**config.mk**
```make
export PLATFORM = sky130hd
export DESIGN_NAME = sdram_port_arbiter_flat
export DESIGN_NICKNAME = d
export VERILOG_FILES = /design/src/rtl/sdram_port_arbiter_if.sv /design/src/rtl/sdram_port_arbiter.sv /design/src/flat_wrapper.sv
export SDC_FILE = /design/constraint.sdc
export NUM_CORES = 1
export LEC_CHECK = 0
export ABC_CLOCK_PERIOD_IN_PS = 1800
export CORE_ASPECT_RATIO = 0.6
export CORE_MARGIN = 8
export CORE_UTILIZATION = 37
export DETAILED_ROUTE_END_ITERATION = 7
export GPL_TIMING_DRIVEN = 0
export PLACE_DENSITY = 0.86
export REMOVE_ABC_BUFFERS = 1
export SLEW_MARGIN = 25
export SYNTH_ARGS = -nofsm -noshare
export SYNTH_HDL_FRONTEND = slang
export SYNTH_SLANG_ARGS = --single-unit
```
**constraint.sdc**
```tcl
create_clock -name clk -period 1.8 [get_ports clk]
set_input_delay 0.27 -clock clk [delete_from_list [all_inputs] [get_ports clk]]
set_output_delay 0.27 -clock clk [all_outputs]
set_load 0.01 [all_outputs]
```
**src/rtl/sdram_port_arbiter_if.sv**
```systemverilog
// Client and controller side signals of the SDRAM port arbiter.
// slave: the arbiter itself; master: clients plus controller.
interface sdram_port_arbiter_if #(
  parameter int AW = 22,
  parameter int DW = 16
);
  logic [2:0]      c_req;
  logic [2:0]      c_rw;
  logic [3*AW-1:0] c_addr;
  logic [3*DW-1:0] c_wdata;
  logic [2:0]      c_ack;
  logic            c_err;
  logic [DW-1:0]   c_rdata;
  logic [1:0]      m_req;
  logic [1:0]      m_done;
  logic [AW-1:0]   m_addr;
  logic [DW-1:0]   m_wdata;
  logic [DW-1:0]   m_rdata;
  logic            busy;

  modport slave (
    input  c_req, c_rw, c_addr, c_wdata,
    input  m_done, m_rdata,
    output c_ack, c_err, c_rdata,
    output m_req, m_addr, m_wdata, busy
  );

  modport master (
    output c_req, c_rw, c_addr, c_wdata,
    output m_done, m_rdata,
    input  c_ack, c_err, c_rdata,
    input  m_req, m_addr, m_wdata, busy
  );
endinterface

```
**src/rtl/sdram_port_arbiter.sv**
```systemverilog
// Round-robin arbiter sharing one SDRAM word controller
// between three clients, with a WAIT watchdog.
module sdram_port_arbiter #(
  parameter int          AW  = 22,
  parameter int          DW  = 16,
  parameter logic [11:0] TMO = 12'd2047
) (
  input logic clk,
  input logic rst_n,
  sdram_port_arbiter_if.slave bus
);

  typedef enum logic [2:0] {
    IDLE, ISSUE, WAIT, ABORT, RESP
  } state_t;

  state_t        state_q, state_d;
  logic [1:0]    last_q, last_d;
  logic [1:0]    win_q, win_d;
  logic          rw_q, rw_d;
  logic          err_q, err_d;
  logic [11:0]   cnt_q, cnt_d;
  logic [1:0]    m_req_q, m_req_d;
  logic [AW-1:0] m_addr_q, m_addr_d;
  logic [DW-1:0] m_wdata_q, m_wdata_d;
  logic [DW-1:0] c_rdata_q, c_rdata_d;
  logic [2:0]    c_ack_q, c_ack_d;

  logic [1:0] p1, p2, pick;
  logic       done_hit;

  function automatic logic [1:0] nxt(input logic [1:0] a);
    return (a == 2'd2) ? 2'd0 : a + 2'd1;
  endfunction

  // Round-robin pick: first requester after the last grant.
  always_comb begin
    p1   = nxt(last_q);
    p2   = nxt(p1);
    pick = last_q;
    if (bus.c_req[p1])      pick = p1;
    else if (bus.c_req[p2]) pick = p2;
  end

  assign done_hit = rw_q ? bus.m_done[1] : bus.m_done[0];

  // Transaction sequencing, latching and watchdog.
  always_comb begin
    state_d   = state_q;
    last_d    = last_q;
    win_d     = win_q;
    rw_d      = rw_q;
    err_d     = err_q;
    cnt_d     = cnt_q;
    m_req_d   = m_req_q;
    m_addr_d  = m_addr_q;
    m_wdata_d = m_wdata_q;
    c_rdata_d = c_rdata_q;
    c_ack_d   = 3'b000;
    unique case (state_q)
      IDLE: begin
        if (|bus.c_req) begin
          win_d     = pick;
          last_d    = pick;
          rw_d      = bus.c_rw[pick];
          m_addr_d  = bus.c_addr[int'(pick)*AW +: AW];
          m_wdata_d = bus.c_wdata[int'(pick)*DW +: DW];
          state_d   = ISSUE;
        end
      end
      ISSUE: begin
        m_req_d = rw_q ? 2'b10 : 2'b01;
        cnt_d   = 12'd0;
        state_d = WAIT;
      end
      WAIT: begin
        cnt_d = cnt_q + 12'd1;
        if (done_hit) begin
          m_req_d = 2'b00;
          if (!rw_q) c_rdata_d = bus.m_rdata;
          c_ack_d = 3'b001 << win_q;
          state_d = RESP;
        end else if (cnt_d == TMO) begin
          m_req_d = 2'b00;
          state_d = ABORT;
        end
      end
      ABORT: begin
        m_req_d = 2'b00;
        err_d   = 1'b1;
        c_ack_d = 3'b001 << win_q;
        state_d = RESP;
      end
      RESP: begin
        err_d   = 1'b0;
        state_d = IDLE;
      end
      default: state_d = IDLE;
    endcase
  end

  // State and datapath registers.
  always_ff @(posedge clk or negedge rst_n) begin
    if (!rst_n) begin
      state_q   <= IDLE;
      last_q    <= 2'd2;
      win_q     <= 2'd0;
      rw_q      <= 1'b0;
      err_q     <= 1'b0;
      cnt_q     <= 12'd0;
      m_req_q   <= 2'b00;
      m_addr_q  <= '0;
      m_wdata_q <= '0;
      c_rdata_q <= '0;
      c_ack_q   <= 3'b000;
    end else begin
      state_q   <= state_d;
      last_q    <= last_d;
      win_q     <= win_d;
      rw_q      <= rw_d;
      err_q     <= err_d;
      cnt_q     <= cnt_d;
      m_req_q   <= m_req_d;
      m_addr_q  <= m_addr_d;
      m_wdata_q <= m_wdata_d;
      c_rdata_q <= c_rdata_d;
      c_ack_q   <= c_ack_d;
    end
  end

  assign bus.m_req   = m_req_q;
  assign bus.m_addr  = m_addr_q;
  assign bus.m_wdata = m_wdata_q;
  assign bus.c_rdata = c_rdata_q;
  assign bus.c_ack   = c_ack_q;
  assign bus.c_err   = err_q;
  assign bus.busy    = (state_q != IDLE);

endmodule
```
**src/flat_wrapper.sv**
```systemverilog
// flat-port wrapper written by rule: the top's interface ports become plain ports
module sdram_port_arbiter_flat 
#(
  parameter int          AW  = 22,
  parameter int          DW  = 16,
  parameter logic [11:0] TMO = 12'd2047
)
  (clk, rst_n, bus_c_req, bus_c_rw, bus_c_addr, bus_c_wdata, bus_m_done, bus_m_rdata, bus_c_ack, bus_c_err, bus_c_rdata, bus_m_req, bus_m_addr, bus_m_wdata, bus_busy);
  sdram_port_arbiter_if #(.AW(AW), .DW(DW)) bus_i ();
  input logic clk;
  input logic rst_n;
  input wire logic [$bits(bus_i.c_req)-1:0] bus_c_req;
  input wire logic [$bits(bus_i.c_rw)-1:0] bus_c_rw;
  input wire logic [$bits(bus_i.c_addr)-1:0] bus_c_addr;
  input wire logic [$bits(bus_i.c_wdata)-1:0] bus_c_wdata;
  input wire logic [$bits(bus_i.m_done)-1:0] bus_m_done;
  input wire logic [$bits(bus_i.m_rdata)-1:0] bus_m_rdata;
  output wire logic [$bits(bus_i.c_ack)-1:0] bus_c_ack;
  output wire logic [$bits(bus_i.c_err)-1:0] bus_c_err;
  output wire logic [$bits(bus_i.c_rdata)-1:0] bus_c_rdata;
  output wire logic [$bits(bus_i.m_req)-1:0] bus_m_req;
  output wire logic [$bits(bus_i.m_addr)-1:0] bus_m_addr;
  output wire logic [$bits(bus_i.m_wdata)-1:0] bus_m_wdata;
  output wire logic [$bits(bus_i.busy)-1:0] bus_busy;
  assign bus_i.c_req = bus_c_req;
  assign bus_i.c_rw = bus_c_rw;
  assign bus_i.c_addr = bus_c_addr;
  assign bus_i.c_wdata = bus_c_wdata;
  assign bus_i.m_done = bus_m_done;
  assign bus_i.m_rdata = bus_m_rdata;
  assign bus_c_ack = bus_i.c_ack;
  assign bus_c_err = bus_i.c_err;
  assign bus_c_rdata = bus_i.c_rdata;
  assign bus_m_req = bus_i.m_req;
  assign bus_m_addr = bus_i.m_addr;
  assign bus_m_wdata = bus_i.m_wdata;
  assign bus_busy = bus_i.busy;
  sdram_port_arbiter #(.AW(AW), .DW(DW), .TMO(TMO)) u_core (.clk(clk), .rst_n(rst_n), .bus(bus_i));
endmodule
```
==> impl_metrics.csv <==
group,metric,value,unit
global_routing,grt_use_total,21.03,%
critical_path,cp.required,2020,ps
synth,yosys.area_share.simple,11.26,%
die,fp.dieArea,14780,µm²
detailed_routing,viasPerCell,5.432,
timing,slew_viol_final,0,
clock_network,clockRootBuffer,"clkbuf_16",
pwr,max-vdd-ir-drop,1.239,mV
place,hpwl,10.76,mm
global_routing,grt_pass1_wl,24.24,mm
flow_run,drv_cap,0,
detailed_routing,dr.max_layer_used,"met4",
die,num_rows,29,
place,port-buffer-count,200,
critical_path,endpoint_kind,"flop",
clock_network,tritoncts,"done",
timing,fin_crit_sh,104.3,%
global_routing,grt_pass1_vias,4556,
synth,yosys.area.top_type_share,47.74,%
synth,synth-seq-area-share,48.38,%
detailed_routing,dr_wl_met3,1.202,mm
synth,postSynthAreaPerCell,10.15,µm²
critical_path,cp_cell_sequence,"nor2b_2 -> a22oi_2 -> buf_6 -> buf_12 -> buf_12 -> clkbuf_16 -> mux2i_4 -> a2bb2oi_2 -> a21oi_1",
critical_path,arrival,2100,ps
finish,syn_to_final_growth,74.48,%
synth,syn_area,4089,µm²
finish,multiInputGateArea,2196,µm²
critical_path,max_stage_delay,540,ps
die,start_util,38.33,%
detailed_routing,first_pass_iters,5,
synth,yosys_warnings,0,
detailed_routing,wl_met1,6.373,mm
clock_network,clock_latency,330,ps
clock_network,htreeDepth,3,
global_routing,grt.overflow.total,0,
clock_network,cts.path.max_buffers,2,
critical_path,cp_max_fo,8,
timing,whs,442.3,ps
timing,fin_skew,6.860,ps
detailed_routing,final_antenna_net_count,0,
timing,rsz0062_at_grt,"yes",
critical_path,start_kind,"flop",
synth,synth_xor_area_share,1.071,%
synth,ys.flop_type,"dfrtp_1",
finish,design_area,7134,µm²
global_routing,grt_max_degree,42,
synth,synth_common_cells,"dfrtp_1, nor2_1, a21oi_1",
die,die_h,97.43,µm
detailed_routing,wl_per_cell,20.79,µm
timing,fin_crit,1877,ps
synth,synth_compound_area_share,19.49,%
detailed_routing,vias,4177,
timing,tightest_slew,534.7,ps
outcome,status,"finished, violations left",
detailed_routing,wl_met2,8.045,mm
timing,hold_violations,0,
timing,finalSetupViolations,29,
synth,synth_edf_count,0,
synth,yosysMostFrequentCell,"dfrtp_1",
synth,synth_top_family_by_area,"compound AO/OA/AOI/OAI gates",
finish,nNetsFinal,768,
synth,syn_inst,403,
synth,synth_adder_area_share,0.9180,%
critical_path,critPathBufInv,4,
die,coreArea,10670,µm²
detailed_routing,drtIter0Drc,358,
critical_path,critPathTopFamily,"buffers and inverters",
die,io_pins,201,
timing,worst_slack,-76.85,ps
timing,max_freq,532.8,MHz
critical_path,criticalPathCategory,"flop to flop",
pwr,p_leak,0.003013,µW
finish,diodes,0,
global_routing,antenna_found_initial,0,
finish,fill_cells,791,
synth,yosys_register_bits,79,
outcome,violations,"negative setup slack",
clock_network,cts_sinks,79,
synth,synthArstFlopShare,100.0,%
timing,slew_headroom,64.24,%
synth,yosys.area.top_type,"dfrtp_1",
finish,drive_gt1_share,17.94,%
min_path,hp-class,"input port to async pin",
synth,synth_area_leaders,"dfrtp_1, mux2i_1, a2bb2oi_1",
clock_network,numCtsBuffers,9,
critical_path,critPathSlowestCell,"dfstp_2",
place,gp_congestion,0.8045,
finish,regArea,1987,µm²
die,fp.dieW,151.7,µm
synth,synthMuxAreaShare,14.47,%
clock_network,clkSlewWorstSetupHoldPaths,60,ps
pwr,p_per_area,1657,nW/µm²
place,dpl_cell_area,6227,µm²
synth,yosys.cell_types.count,39,
detailed_routing,drc_errors,0,
critical_path,cpMostUsedCell,"buf_12",
detailed_routing,totalWireLength,15.99,mm
[path summary, 6_finish.rpt]
kind / startpoint / end / slack, ps / cells after the start
worst max register to register: u_core.last_q[1]$_DFFE_PN1P_ / u_core.bus.m_addr[14]$_DFFE_PN0P_ / -80 / 9
max in group asynchronous: rst_n / u_core.last_q[1]$_DFFE_PN1P_ / 710 / 3
worst min-delay path: rst_n / u_core.bus.m_wdata[0]$_DFFE_PN0P_ / 440 / 2
worst max-delay path: u_core.last_q[1]$_DFFE_PN1P_ / u_core.bus.m_addr[14]$_DFFE_PN0P_ / -80 / 9
min in group clk: u_core.win_q[1]$_DFFE_PN0P_ / u_core.bus.c_ack[0]$_DFF_PN0_ / 480 / 1
worst min register to register: u_core.win_q[1]$_DFFE_PN0P_ / u_core.bus.c_ack[0]$_DFF_PN0_ / 480 / 1
[what timing repair did]
item | 4_1_cts | 5_1_grt
hold endpoints to repair | 38 | 0
pin swaps | 13 | 7
hold buffers | 1 | 0
setup endpoints to repair | 61 | 44
resized for setup | 44 | 18
setup buffers | 22 | 6
gates cloned | 4 | 1
[per-layer routing]
metal	global-route usage, %	vias to the layer above
met5	0	-
met4	6.372	0
met3	6.512	35
met2	35.74	194
met1	24.77	2034
li1	-	1914
[final cells by class]
cell class              instances  area share, %
clock buffers                  10          3.209
clock inverters                 6         0.9821
inverters                       7         0.3683
multi-input cells             291          30.78
flip-flops and latches         79          27.85
well taps                     139          2.438
repair buffers                237          34.37
[registers in the layout, indices dropped and copies added, names as in the netlist]
register / count
u_core.bus.c_ack: 3
u_core.bus.c_err: 1
u_core.bus.c_rdata: 16
u_core.bus.m_addr: 22
u_core.bus.m_req: 2
u_core.bus.m_wdata: 16
u_core.cnt_q: 12
u_core.last_q: 2
u_core.rw_q: 1
u_core.state_q: 3
u_core.win_q: 1
[metrics by stage]
step	setup TNS, ps	utilization (%)	worst slack (ps)	power (µW)	instances
after floorplan	-95360	-	-2297	5835	373
after global placement	-330360	57.28	-3272	7938	712
after detailed placement	-42390	58.37	-1029	8741	719
after CTS	-628.1	65.26	-77.02	11510	762
after global routing	-3842	66.88	-155.5	12480	769
final	-1028	66.88	-76.85	11820	769
[cells in the final DEF, fill, tap and decap left out, types with 5 or more instances in the layout]
| cell type | Yosys | final |
|---|---|---|
| a21oi_1 | 52 | 52 |
| a2bb2oi_1 | 40 | 33 |
| a2bb2oi_2 | 0 | 7 |
| buf_12 | 0 | 11 |
| buf_4 | 7 | 20 |
| buf_6 | 0 | 5 |
| clkbuf_16 | 0 | 10 |
| clkdlybuf4s50_1 | 0 | 196 |
| dfrtp_1 | 78 | 71 |
| dfrtp_2 | 0 | 7 |
| inv_1 | 7 | 7 |
| mux2_2 | 17 | 17 |
| mux2i_1 | 40 | 32 |
| nand2_1 | 15 | 14 |
| nand4_1 | 5 | 5 |
| nor2_1 | 55 | 53 |
| o21ai_0 | 14 | 12 |
[power by group]
part           total [µW]  switching [µW]  internal (µW)
sequential           3100             503           2590
combinational        6890            3240           3650
clock                1840             754           1080
total               11800            4500           7330
[logic make-up after synthesis]
logic type / Yosys count
buffers and inverters: 37
muxes: 57
AOI/OAI and AO/OA: 121
DFF: 79
and+or+nand+nor: 101
adders and majority gates: 3
xor gates and xnor gates: 5
Power figures use the tool's default switching activity.
